$ cat config.mk
export PLATFORM = sky130hd
export DESIGN_NAME = record_core
export DESIGN_NICKNAME = d
export VERILOG_FILES = /design/src/rtl/record_core.sv
export SDC_FILE = /design/constraint.sdc
export NUM_CORES = 1
export LEC_CHECK = 0
export CAP_MARGIN = 5
export CORE_MARGIN = 10
export CORE_UTILIZATION = 40
export CTS_BUF_LIST = sky130_fd_sc_hd__clkbuf_8
export CTS_CLUSTER_DIAMETER = 60
export DETAILED_ROUTE_END_ITERATION = 12
export HOLD_SLACK_MARGIN = 0.1
export PLACE_DENSITY_LB_ADDON = 0.05
export SLEW_MARGIN = 10
export SYNTH_ARGS = -nofsm -noshare
export SYNTH_HDL_FRONTEND = slang
export SYNTH_SLANG_ARGS = --single-unit
$ cat constraint.sdc
create_clock -name i_clk -period 3.36 [get_ports i_clk]
set_input_delay 0.84 -clock i_clk [delete_from_list [all_inputs] [get_ports i_clk]]
set_output_delay 0.84 -clock i_clk [all_outputs]
set_load 0.05 [all_outputs]
$ cat src/rtl/record_core.sv
// Audio capture engine: accepts stereo samples over valid/ready, buffers them in a
// small FIFO and commits one word per SDRAM write request from a chosen start address.
module record_core #(
  parameter int ADDR_W     = 23,
  parameter int DATA_W     = 32,
  parameter int FIFO_DEPTH = 4,
  parameter int MAX_WORDS  = 1048576
) (
  input  logic              i_clk,
  input  logic              i_rst,
  input  logic              record_start,
  input  logic [ADDR_W-1:0] record_select,
  input  logic              record_pause,
  input  logic              record_stop,
  output logic              record_done,
  output logic [ADDR_W-1:0] record_length,
  output logic              record_write,
  output logic [ADDR_W-1:0] record_addr,
  output logic [DATA_W-1:0] record_writedata,
  input  logic              record_sdram_finished,
  input  logic              record_audio_valid,
  input  logic [DATA_W-1:0] record_audio_data,
  output logic              record_audio_ready
);

  localparam int PTR_W = (FIFO_DEPTH > 1) ? $clog2(FIFO_DEPTH) : 1;
  localparam int CNT_W = $clog2(FIFO_DEPTH + 1);
  localparam int ACC_W = $clog2(MAX_WORDS + 1);

  typedef enum logic [2:0] {
    S_IDLE, S_RECORD, S_PAUSE, S_FLUSH, S_DONE
  } state_t;

  state_t            state_q;
  logic [DATA_W-1:0] mem_q [FIFO_DEPTH];
  logic [PTR_W-1:0]  wr_ptr_q, rd_ptr_q;
  logic [CNT_W-1:0]  count_q;
  logic [ACC_W-1:0]  accepted_q, accepted_d;
  logic [ADDR_W-1:0] addr_q, length_q;
  logic [DATA_W-1:0] wdata_q;
  logic              write_q, gap_q, done_q;
  logic              fifo_full, fifo_empty, draining, push, pop;

  assign fifo_full  = (count_q == CNT_W'(FIFO_DEPTH));
  assign fifo_empty = (count_q == '0);
  assign draining   = (state_q == S_RECORD) || (state_q == S_PAUSE) || (state_q == S_FLUSH);

  // Ready comes from state only, so there is no path from record_audio_valid.
  assign record_audio_ready = (state_q == S_RECORD) && !fifo_full &&
                              (accepted_q < ACC_W'(MAX_WORDS));
  assign push       = record_audio_valid && record_audio_ready;
  assign pop        = write_q && record_sdram_finished;
  assign accepted_d = accepted_q + ACC_W'(push);

  assign record_done      = done_q;
  assign record_length    = length_q;
  assign record_write     = write_q;
  assign record_addr      = addr_q;
  assign record_writedata = wdata_q;

  // Sample storage carries no reset; occupancy is tracked by count_q.
  always_ff @(posedge i_clk) begin
    if (push) mem_q[wr_ptr_q] <= record_audio_data;
  end

  always_ff @(posedge i_clk) begin
    if (i_rst) begin
      state_q    <= S_IDLE;
      wr_ptr_q   <= '0;
      rd_ptr_q   <= '0;
      count_q    <= '0;
      accepted_q <= '0;
      addr_q     <= '0;
      length_q   <= '0;
      wdata_q    <= '0;
      write_q    <= 1'b0;
      gap_q      <= 1'b0;
      done_q     <= 1'b0;
    end else begin
      done_q <= 1'b0;
      gap_q  <= 1'b0;

      if (push) begin
        wr_ptr_q   <= wr_ptr_q + PTR_W'(1);
        accepted_q <= accepted_d;
      end

      case ({push, pop})
        2'b10:   count_q <= count_q + CNT_W'(1);
        2'b01:   count_q <= count_q - CNT_W'(1);
        default: count_q <= count_q;
      endcase

      // One request in flight; a finished forces a one-cycle idle gap before the next.
      if (pop) begin
        rd_ptr_q <= rd_ptr_q + PTR_W'(1);
        addr_q   <= addr_q + ADDR_W'(1);
        length_q <= length_q + ADDR_W'(1);
        write_q  <= 1'b0;
        gap_q    <= 1'b1;
      end else if (draining && !write_q && !gap_q && !fifo_empty) begin
        write_q <= 1'b1;
        wdata_q <= mem_q[rd_ptr_q];
      end

      case (state_q)
        S_IDLE: begin
          if (record_start) begin
            state_q    <= S_RECORD;
            addr_q     <= record_select;
            length_q   <= '0;
            accepted_q <= '0;
            wr_ptr_q   <= '0;
            rd_ptr_q   <= '0;
            count_q    <= '0;
          end
        end
        S_RECORD: begin
          if (record_stop || accepted_d == ACC_W'(MAX_WORDS)) state_q <= S_FLUSH;
          else if (record_pause)                               state_q <= S_PAUSE;
        end
        S_PAUSE: begin
          if (record_stop || accepted_d == ACC_W'(MAX_WORDS)) state_q <= S_FLUSH;
          else if (!record_pause)                              state_q <= S_RECORD;
        end
        S_FLUSH: begin
          if (fifo_empty && !write_q) begin
            state_q <= S_DONE;
            done_q  <= 1'b1;
          end
        end
        S_DONE:  state_q <= S_IDLE;
        default: state_q <= S_IDLE;
      endcase
    end
  end

endmodule

======== After elaboration in Yosys (flattened, before gate mapping) ========
Memories as Yosys holds them, arrays and structs flattened. A register that Yosys moved wholly into a read port is not among the register bits.
Cells that the tools add are included.
operators by class
  add/sub/neg operators ................... 7
  magnitude comparators ................... 1
  eq/ne operators ......................... 11
  mux-type cells .......................... 29
  bitwise operators ....................... 2
  reductions and logical operators ........ 21
operator list
  kind                                                    number
  2-to-1 mux 23 bit                                       6
  2-to-1 mux 21 bit                                       3
  adder 23 x 1 -> 23 bit (second input constant)          2
  2-to-1 mux 3 bit                                        8
  adder 21 x 1 -> 21 bit                                  1
  equality test 21 bit (second input constant)            1
  < comparator 21 bit (second input constant)             1
  2-to-1 mux 2 bit                                        6
  one-hot mux 3 bit (4 select lines)                      1
  logical AND 1 bit                                       8
  equality test 3 x 2 -> 1 bit (second input constant)    2
  logical NOT 3 bit                                       2
  inequality test 3 x 2 -> 1 bit (second input constant)  2
  one-hot mux 3 bit (2 select lines)                      1
  adder 2 x 1 -> 2 bit (second input constant)            2
  logical NOT 1 bit                                       4
  2-to-1 mux 1 bit                                        4
  AND reduction 4 bit                                     1
  OR reduction 2 bit                                      2
  adder 3 x 1 -> 3 bit (second input constant)            1
  equality test 3 x 1 -> 1 bit (second input constant)    1
  equality test 3 bit (second input constant)             1
  logical OR 1 bit                                        3
  subtractor 3 x 1 -> 3 bit (second input constant)       1
  6 further kinds                                         7
storage, ports and cells
  register bits ........................... 80
  memory bits (writable) .................. 128
  input port bits ......................... 62
  output and inout bits ................... 81
  logic and storage cells ................. 82
  memories kept ........................... 1
memory list
  memory  depth  width  rd ports  clocked after memory_dff  wr ports  RTL line  text
  mem_q   4      32     1         1                         1         35        logic [DATA_W-1:0] mem_q [FIFO_DEPTH];

======== Logic depth before layout (Yosys ltp) ========
Gate-level depths: netlist of the first run.
  depth after elaboration ................. 10
  gate-level depth with buffers ........... 14

======== Worst setup path after synthesis of the first run ========
OpenSTA, ideal clock, no wires.
  kind .................................... reg2reg
  from .................................... reg state_q[1]
  to ...................................... reg state_q[0]
  arrival time ............................ 3.460 ns
  data required time ...................... 3.236 ns
  path slack .............................. -0.224 ns
  cell stages (with the launch flop) ...... 15
  path buffers ............................ 2
  clock period less this slack ............ 3.584 ns
  cells stage by stage .................... dfxtp_1 -> buf_6 -> or4b_1 -> a21oi_2 -> and2_4 -> buf_8 -> ha_1 -> ha_1 -> nand3_1 -> nor4_1 -> xnor2_1 -> o311ai_0 -> nor4_1 -> a21oi_1 -> mux2i_1
between the ends
  longest elaborated chain between the ends .. 9
  elaborated cells between the ends (all ways) .. 18
  those cells by class .................... add/sub (1); eq/ne (8); mux (3); reduce/logical (6)
RTL lines
  item                                                                                 RTL line  text
  start: declaration                                                                   34        state_t state_q;
  start signal: assignment                                                             68        state_q <= S_IDLE;
  start signal: assignment                                                             109       state_q <= S_RECORD;
  start signal: assignment                                                             119       if (record_stop || accepted_d == ACC_W'(MAX_WORDS)) state_q <= S_FLUSH;
  equality test 3 x 1 -> 1 bit (*)                                                     49        assign record_audio_ready = (state_q == S_RECORD) && !fifo_full &&
  logical AND 1 bit (*) (2 in a row)                                                   49
  via record_audio_ready                                                               23        output logic record_audio_ready
  logical AND 1 bit (*)                                                                51        assign push = record_audio_valid && record_audio_ready;
  adder 21 x 1 -> 21 bit (*)                                                           53        assign accepted_d = accepted_q + ACC_W'(push);
  equality test 21 bit (*)                                                             119, 123
  logical OR 1 bit (*)                                                                 119, 123
  inequality test 3 x 2 -> 1 bit (no line), or another cell as far along               n/a
  AND reduction 4 bit (no line) or one-hot mux 3 bit (4 select lines) (tied branches)  n/a
The timed path passes the listed nets; every way through them passes the cells marked *.
A chain may end at the register's enable or synchronous reset.

======== Worst setup path in the final report of the first run ========
  from .................................... reg state_q[2]
  to ...................................... reg state_q[0]
between the ends
  longest elaborated chain between the ends .. 9
  elaborated cells between the ends (all ways) .. 18
  those cells by class .................... add/sub (1); eq/ne (8); mux (3); reduce/logical (6)
RTL lines
  item                                                                                 RTL line
  equality test 3 x 1 -> 1 bit                                                         49, 106
  logical AND 1 bit (2 in a row)                                                       49
  logical AND 1 bit                                                                    51
  adder 21 x 1 -> 21 bit                                                               53
  equality test 21 bit                                                                 119, 123
  logical OR 1 bit                                                                     119, 123
  inequality test 3 x 2 -> 1 bit (no line), or another cell as far along               n/a
  AND reduction 4 bit (no line) or one-hot mux 3 bit (4 select lines) (tied branches)  n/a
Parallel ways exist; a longest one is shown, timed or not.

==> key figures, run 1 <==
Logic synthesis
  – Syn Nets: 861
  – Ys Warns: 0
  – Cells after Synth: between 700 and 800
  – Cell Area, Synth: about 9700 um^2
  – Mux contribution to synthesized area: 0.0806
  – Yosys cell types: 47
  – Post-synth EDFFs: roughly 130
  – Post-Synth Simple-Gate Area: 0.139
  – Post-synthesis compound-gate area fraction: 0.0570
  – FFs w/ async S/R, synth: 0
  – Synthesized flop and latch total: 240
  – Sequential fraction of the synthesis area: 0.628
  – Area leader, netlist: edfxtp_1
  – Synth Area in Adders: 0.0137
  – Top-area cell type share of the netlist area: 0.397
  – XOR/XNOR share of the synthesized area: 0.0615
  – Leading post-synthesis cells by cell area: edfxtp_1 (40%), dfxtp_1 (23%), mux4_2 (7.4%)
  – Synth Area per Inst: 12.3 um^2
  – Largest family of logic cells by synthesized area: simple AND/OR/NAND/NOR gates
  – Ys flop type: edfxtp_1

Setup path
  – Kind of critical path: reg -> reg
  – Data required, critical path: 3.77 ns
  – Worst-path maximum fanout: 7
  – Startpoint types: flip-flop
  – Setup crit end kind: flip-flop
  – CP Data Arrival Time: around 3.5 ns

Clock tree
  – Root Driver: clkbuf_8
  – Post-CTS Hold Buffers: 0
  – CTS Buf Count: 42
  – Worst skew pair latency: ~0.54 ns
  – CTS tree: built
  – Post-CTS Setup Inserts: 0
  – Worst-path clk slew: ~0.060 ns
  – Clock Sinks: 240
  – Maximum level of the CTS H-tree: 2
  – Clock buffer depth: 3

Drt
  – Wire per inst: between 15 and 20 um
  – Post-Route WL: 23300 um
  – Post-DRT Antenna Nets: 0
  – DR vias: 6600
  – Via/cell ratio: roughly 5.1
  – # DRC: 0
  – First drt pass iteration count: 4
  – Initial DRC count: ~280

Global routing
  – First-pass GRT wire length: 37200 um
  – Largest net degree at the start of global routing: 62
  – Grt ovf: 0
  – Vias in the first global route: ~6900
  – GRT Overall Usage: 0.149
  – Initial antenna violation count: 0

STA
  – Max-slew headroom: 0.354
  – Worst-margin pin slew: approximately 0.97 ns
  – Worst hold margin: between 0.4 and 0.5 ns
  – Clock Skew: 0.0261 ns
  – Setup WS post-layout: 0.237 ns
  – Peak Freq: 320 MHz
  – Final min period: 3.12 ns
  – Final cycle utilization of the critical path: 0.929
  – Final setup fails: 0
  – Slew Viols, Final: 0
  – Hold Fails Final Rpt: 0

Layout
  – Nets: around 1000
  – Number of diodes: 0
  – Fin util: 0.519
  – Final non-filler cell total: between 1000 and 1500
  – Post-route cell area: around 12000 um^2
  – Area grow syn2layout: 26.6%
  – Number of fill cells: 2158
  – Share of cells above drive strength 1: 0.117

Placed design
  – GPL Wtd Cong: about 0.84
  – Post-detail-place hpwl: 14800 um
  – DP Area: 11500 um^2
  – Placed Instances: roughly 1200
  – Worst slack, placed: between 0.02 and 0.025 ns
  – Buffers on Ports: 142

Pwr
  – Max rail drop VDD: between 0.3 and 0.4 mV
  – PD cells: slightly above 500 nW/um^2
  – P_leak: approximately 0.0041 uW

Min path
  – Hold WC Path Type: reg -> reg

Flow run
  – Maxcap violations: 0

Floorplan
  – CORE AREA: about 24000 um^2
  – Core Rows: between 50 and 60
  – Die ar.: roughly 31000 um^2
  – Ports: 143
  – Chip width: 176 um
  – Die Ht: approximately 180 um
  – Starting Density: 0.410

Run status
  – Outcome: finished, final reports clean
flip-flops by register name, indices dropped and copies added, names as in the netlist:
register	flops
record_done	1
accepted_q	21
record_addr	23
wr_ptr_q	2
gap_q	1
rd_ptr_q	2
state_q	3
record_write	1
mem_q	128
count_q	3
record_length	23
record_writedata	32
placed cells by master (no fill, tap or decap), types with 2 or more instances in the layout:
| cell | synthesis | routed |
|---|---|---|
| clkdlybuf4s50_1 | 0 | 140 |
| edfxtp_1 | 128 | 128 |
| dfxtp_1 | 112 | 109 |
| nand2_1 | 106 | 106 |
| nor2_1 | 90 | 90 |
| a21oi_1 | 47 | 47 |
| clkbuf_8 | 0 | 44 |
| xor2_1 | 42 | 42 |
| mux4_2 | 32 | 32 |
| xnor2_1 | 26 | 26 |
| nand3_1 | 24 | 23 |
| inv_1 | 5 | 21 |
| a211oi_1 | 21 | 21 |
| buf_4 | 0 | 18 |
| nor3_1 | 14 | 14 |
| and3_1 | 17 | 13 |
| nand4_1 | 10 | 10 |
| o21ai_0 | 10 | 10 |
| or3_1 | 9 | 9 |
| ha_1 | 9 | 8 |
| clkinv_1 | 0 | 8 |
| and4_1 | 6 | 6 |
| mux2i_1 | 6 | 6 |
| and3_2 | 0 | 4 |
| nor4_1 | 5 | 4 |
| a31oi_1 | 3 | 3 |
| and2_1 | 3 | 3 |
| dfxtp_2 | 0 | 3 |
| nand3b_1 | 2 | 2 |
| a311oi_1 | 2 | 2 |
final timing paths:
| check | depth (start not counted) | slack [ns] | startpoint | end |
|---|---|---|---|---|
| hold / removal | 2 | 0.46 | record_writedata[26]$_SDFFE_PP0P_ | record_writedata[26]$_SDFFE_PP0P_ |
| setup reg to reg | 12 | 0.24 | state_q[2]$_SDFFE_PP0P_ | state_q[0]$_SDFFE_PP0P_ |
| hold reg to reg | 2 | 0.46 | record_writedata[26]$_SDFFE_PP0P_ | record_writedata[26]$_SDFFE_PP0P_ |
| setup / recovery | 12 | 0.24 | state_q[2]$_SDFFE_PP0P_ | state_q[0]$_SDFFE_PP0P_ |
report_power, final:
part / switching [uW] / internal [uW] / total, uW
logic: 417 / 256 / 673
registers: 68.8 / 3180 / 3250
clock network: 1140 / 1210 / 2350
area by class of cell:
type | count | area [um^2] | area share
clock buffer | 44 | 606 | 0.0494
clock inverter | 26 | 118 | 0.00959
inverter | 7 | 31.3 | 0.00255
multi-input combinational | 503 | 3460 | 0.283
sequential | 240 | 6090 | 0.497
tap | 319 | 399 | 0.0326
timing repair buffer | 160 | 1550 | 0.126
synth_stat cells (10+ instances only):
master    count
nand3_1      24
nand4_1      10
clkbuf_1     33
a21oi_1      47
dfxtp_1     112
mux4_2       32
and3_1       17
xor2_1       42
edfxtp_1    128
nand2_1     106
a211oi_1     21
o21ai_0      10
nor3_1       14
xnor2_1      26
nor2_1       90
worst max-delay path, stage by stage (launching register included):
cell and delay, ns:
dfxtp_1 0.36, or4b_4 0.57, a21oi_4 0.18, and2_4 0.17, ha_1 0.21, ha_2 0.23
nand3_4 0.11, nor4_4 0.29, xnor2_1 0.16, o311ai_1 0.14, nor4_1 0.29, a21oi_1 0.16
mux2i_1 0.14
cells by family after synthesis:
family	Yosys count
AOI/OAI and AO/OA	92
xor gates and xnor gates	68
adders and majority gates	10
buffers and inverters	46
DFF	240
muxes	38
and+or+nand+nor	295
stage by stage:
| step | setup TNS [ns] | power (uW) |
|---|---|---|
| 2_1_floorplan | 0 | 3710 |
| 3_3_place_gp | 0 | 3980 |
| 3_5_place_dp | 0 | 3990 |
| 4_1_cts | 0 | 6380 |
| 5_1_grt | -0.00177 | 6560 |
| 6_report | 0 | 6280 |
metal layers:
metal  vias to the layer above  part of all wire  wire, um  GRT usage
li1                       3180                 -         -          -
met1                      3221              0.44     10400      0.188
met2                       168              0.48     11300      0.248
met3                        31             0.059      1390     0.0350
met4                         0             0.014       327     0.0442
met5                         -                 0         0          0
repair_timing:
action                     4_1_cts  5_1_grt
resized for setup                1        6
setup endpoints to repair        1        2
pin swaps                        0        2
Note: power is estimated with default switching activity, not from simulation.
==> run 2: changes to the inputs <==
--- a/config.mk
+++ b/config.mk
@@ -6,7 +6,6 @@
 export NUM_CORES = 1
 export LEC_CHECK = 0
 export CAP_MARGIN = 5
-export CORE_MARGIN = 10
 export CORE_UTILIZATION = 40
 export CTS_BUF_LIST = sky130_fd_sc_hd__clkbuf_8
 export CTS_CLUSTER_DIAMETER = 60
==> run 2 against run 1 <==
Net effect:
- combinational power is essentially flat
- flip-flop and latch count is the same
- non-clock buffer count grew 2
- die area shrank 19%
- sequential share of layout area shrank 0.12 points
- count of clock-buffer cells in the layout grew 1
==> key figures, run 2 (synthesized netlist as in run 1, its figures left out) <==
Floorplan
  – Die Ht: about 160 um
  – Die ar.: around 25000 um^2
  – Core Rows: 56
  – CORE AREA: approximately 24000 um^2
  – Ports: 143
  – Starting Density: 0.410
  – Chip width: about 160 um

Drt
  – Met1 WL: ~9600 um
  – Post-Route WL: 22200 um
  – Wire per inst: about 17 um
  – First drt pass iteration count: 5
  – # DRC: 0
  – WL met2: between 10000 and 15000 um
  – DR WL met3: 1480 um
  – Initial DRC count: ~420
  – Post-DRT Antenna Nets: 0
  – Top layer in use: met5
  – Via/cell ratio: a little over 5
  – DR vias: between 6000 and 7000

Layout
  – Max reg flops: around 130
  – Commonest cells after routing, fill and taps aside: clkdlybuf4s50_1 (140), edfxtp_1 (128), dfxtp_1 (110), nand2_1 (106), nor2_1 (90)
  – Area grow syn2layout: 26.8%
  – Nets: ~1000
  – Largest register by flop count: mem_q
  – Share of cells above drive strength 1: 0.122
  – Fin util: 0.520
  – Number of fill cells: 2103
  – Commonest non-fill, non-tap cell in the layout: clkdlybuf4s50_1
  – Number of diodes: 0
  – Final non-filler cell total: 1299

Placed design
  – GPL Wtd Cong: about 0.86
  – Buffers on Ports: ~140
  – Placed Instances: between 1000 and 1500
  – Post-detail-place hpwl: 14300 um

Global routing
  – Initial antenna violation count: 1
  – GRT Overall Usage: 0.182
  – Grt ovf: 0
  – Largest net degree at the start of global routing: 62
  – First-pass GRT wire length: between 30000 and 40000 um
  – Vias in the first global route: 6729

Pwr
  – Max rail drop VDD: approximately 0.3 mV
  – PD cells: about 520 nW/um^2
  – P_leak: slightly above 0.004 uW

Setup path
  – Worst-path maximum fanout: 7
  – Reg-to-reg endpoint: state_q[0]$_SDFFE_PP0P_
  – Setup crit end kind: flip-flop
  – CP Data Arrival Time: approximately 3.5 ns
  – CP Cell Sequence: or4b_1 > a21oi_4 > and2_4 > ha_1 > nand4_1 > or3_1 > nor2_1 > xnor2_1 > nor4_1 > a21oi_1 > mux2i_1
  – Worst r2r path cells: 11
  – Kind of critical path: reg -> reg
  – Critical path's largest stage delay: roughly 0.53 ns
  – Slowest CP cell: or4b_1
  – Data required, critical path: 3.76 ns
  – Worst reg-to-reg setup slack: approximately 0.26 ns
  – Startpoint types: flip-flop
  – Worst R2R Start: state_q[0]$_SDFFE_PP0P_

Min path
  – Hold Path Sink: record_writedata[0]$_SDFFE_PP0P_
  – Hold WC Path Type: reg -> reg
  – Min-delay src: record_writedata[0]$_SDFFE_PP0P_
  – Hold path depth: 2

Clock tree
  – Root Driver: clkbuf_8
  – Worst-path clk slew: 0.06 ns
  – Worst skew pair latency: around 0.53 ns
  – Maximum level of the CTS H-tree: 2
  – Post-CTS Hold Buffers: 0
  – CTS Buf Count: 40
  – CTS tree: built
  – Clock buffer depth: 3
  – Clock Sinks: 240

STA
  – Setup_tns: 0 ns
  – Slew Viols, Final: 0
  – Final setup fails: 0
  – Peak Freq: between 300 and 400 MHz
  – Worst-margin pin slew: between 0.9 and 1 ns
  – Clock Skew: ~0.015 ns
  – RSZ-0062 raised after global routing: false
  – Worst hold margin: 0.453 ns
  – Final min period: 3.10 ns
  – Hold Fails Final Rpt: 0
  – Final cycle utilization of the critical path: 0.924
  – Max-slew headroom: 0.351

Run status
  – Outcome: finished, final reports clean

Flow run
  – Maxcap violations: 0
run 2: per-layer routing:
metal,vias up,track usage
met2,206,0.310
met1,3253,0.224
met4,2,0.0610
met5,-,0
met3,40,0.0463
li1,3192,-
run 2: how the worst max path moves through the flow:
stage	from	to
after floorplan	state_q[1]$_SDFFE_PP0P_	state_q[0]$_SDFFE_PP0P_
after global placement	record_audio_valid	state_q[0]$_SDFFE_PP0P_
after detailed placement	record_audio_valid	state_q[0]$_SDFFE_PP0P_
after CTS	state_q[1]$_SDFFE_PP0P_	record_audio_ready
after global routing	state_q[1]$_SDFFE_PP0P_	state_q[0]$_SDFFE_PP0P_
final	state_q[0]$_SDFFE_PP0P_	state_q[0]$_SDFFE_PP0P_
run 2: layout make-up:
| cell class | count | area (um^2) | share of cell area |
|---|---|---|---|
| Clock inverter | 23 | 126 | 0.0103 |
| Sequential cell | 240 | 6090 | 0.496 |
| Timing Repair Buffer | 162 | 1580 | 0.128 |
| Multi-Input combinational cell | 503 | 3440 | 0.280 |
| Clock buffer | 45 | 619 | 0.0504 |
| Inverter | 7 | 31.3 | 0.00255 |
| Tap cell | 319 | 399 | 0.0325 |
run 2: critical path, delay by kind of cell (launching register included):
family,cells,cell delay (ns)
xor gates and xnor gates,1,0.08
AOI/OAI and AO/OA,2,0.37
adders and majority gates,1,0.19
muxes,1,0.14
DFF,1,0.45
and+or+nand+nor,6,1.76
run 2: timing repair:
item,4_1_cts,5_1_grt
endpoints found under the hold margin,0,0
setup endpoints to repair,1,1
resized for setup,1,1
buffers inserted,0,0
run 2: per-stage QoR:
stage	instance area, um^2	setup slack, ns	power, uW
after CTS	12300	0.226	6450
after global placement	11500	0.119	3980
final	12300	0.257	6340
after global routing	12300	0.0387	6620
after floorplan	9700	0.000523	3710
after detailed placement	11500	0.0624	3990
run 2: power breakdown:
group	switching, uW	internal (uW)	total, uW
clock network	1110	1300	2410
registers	69.7	3180	3250
logic	413	259	672
total	1600	4740	6340
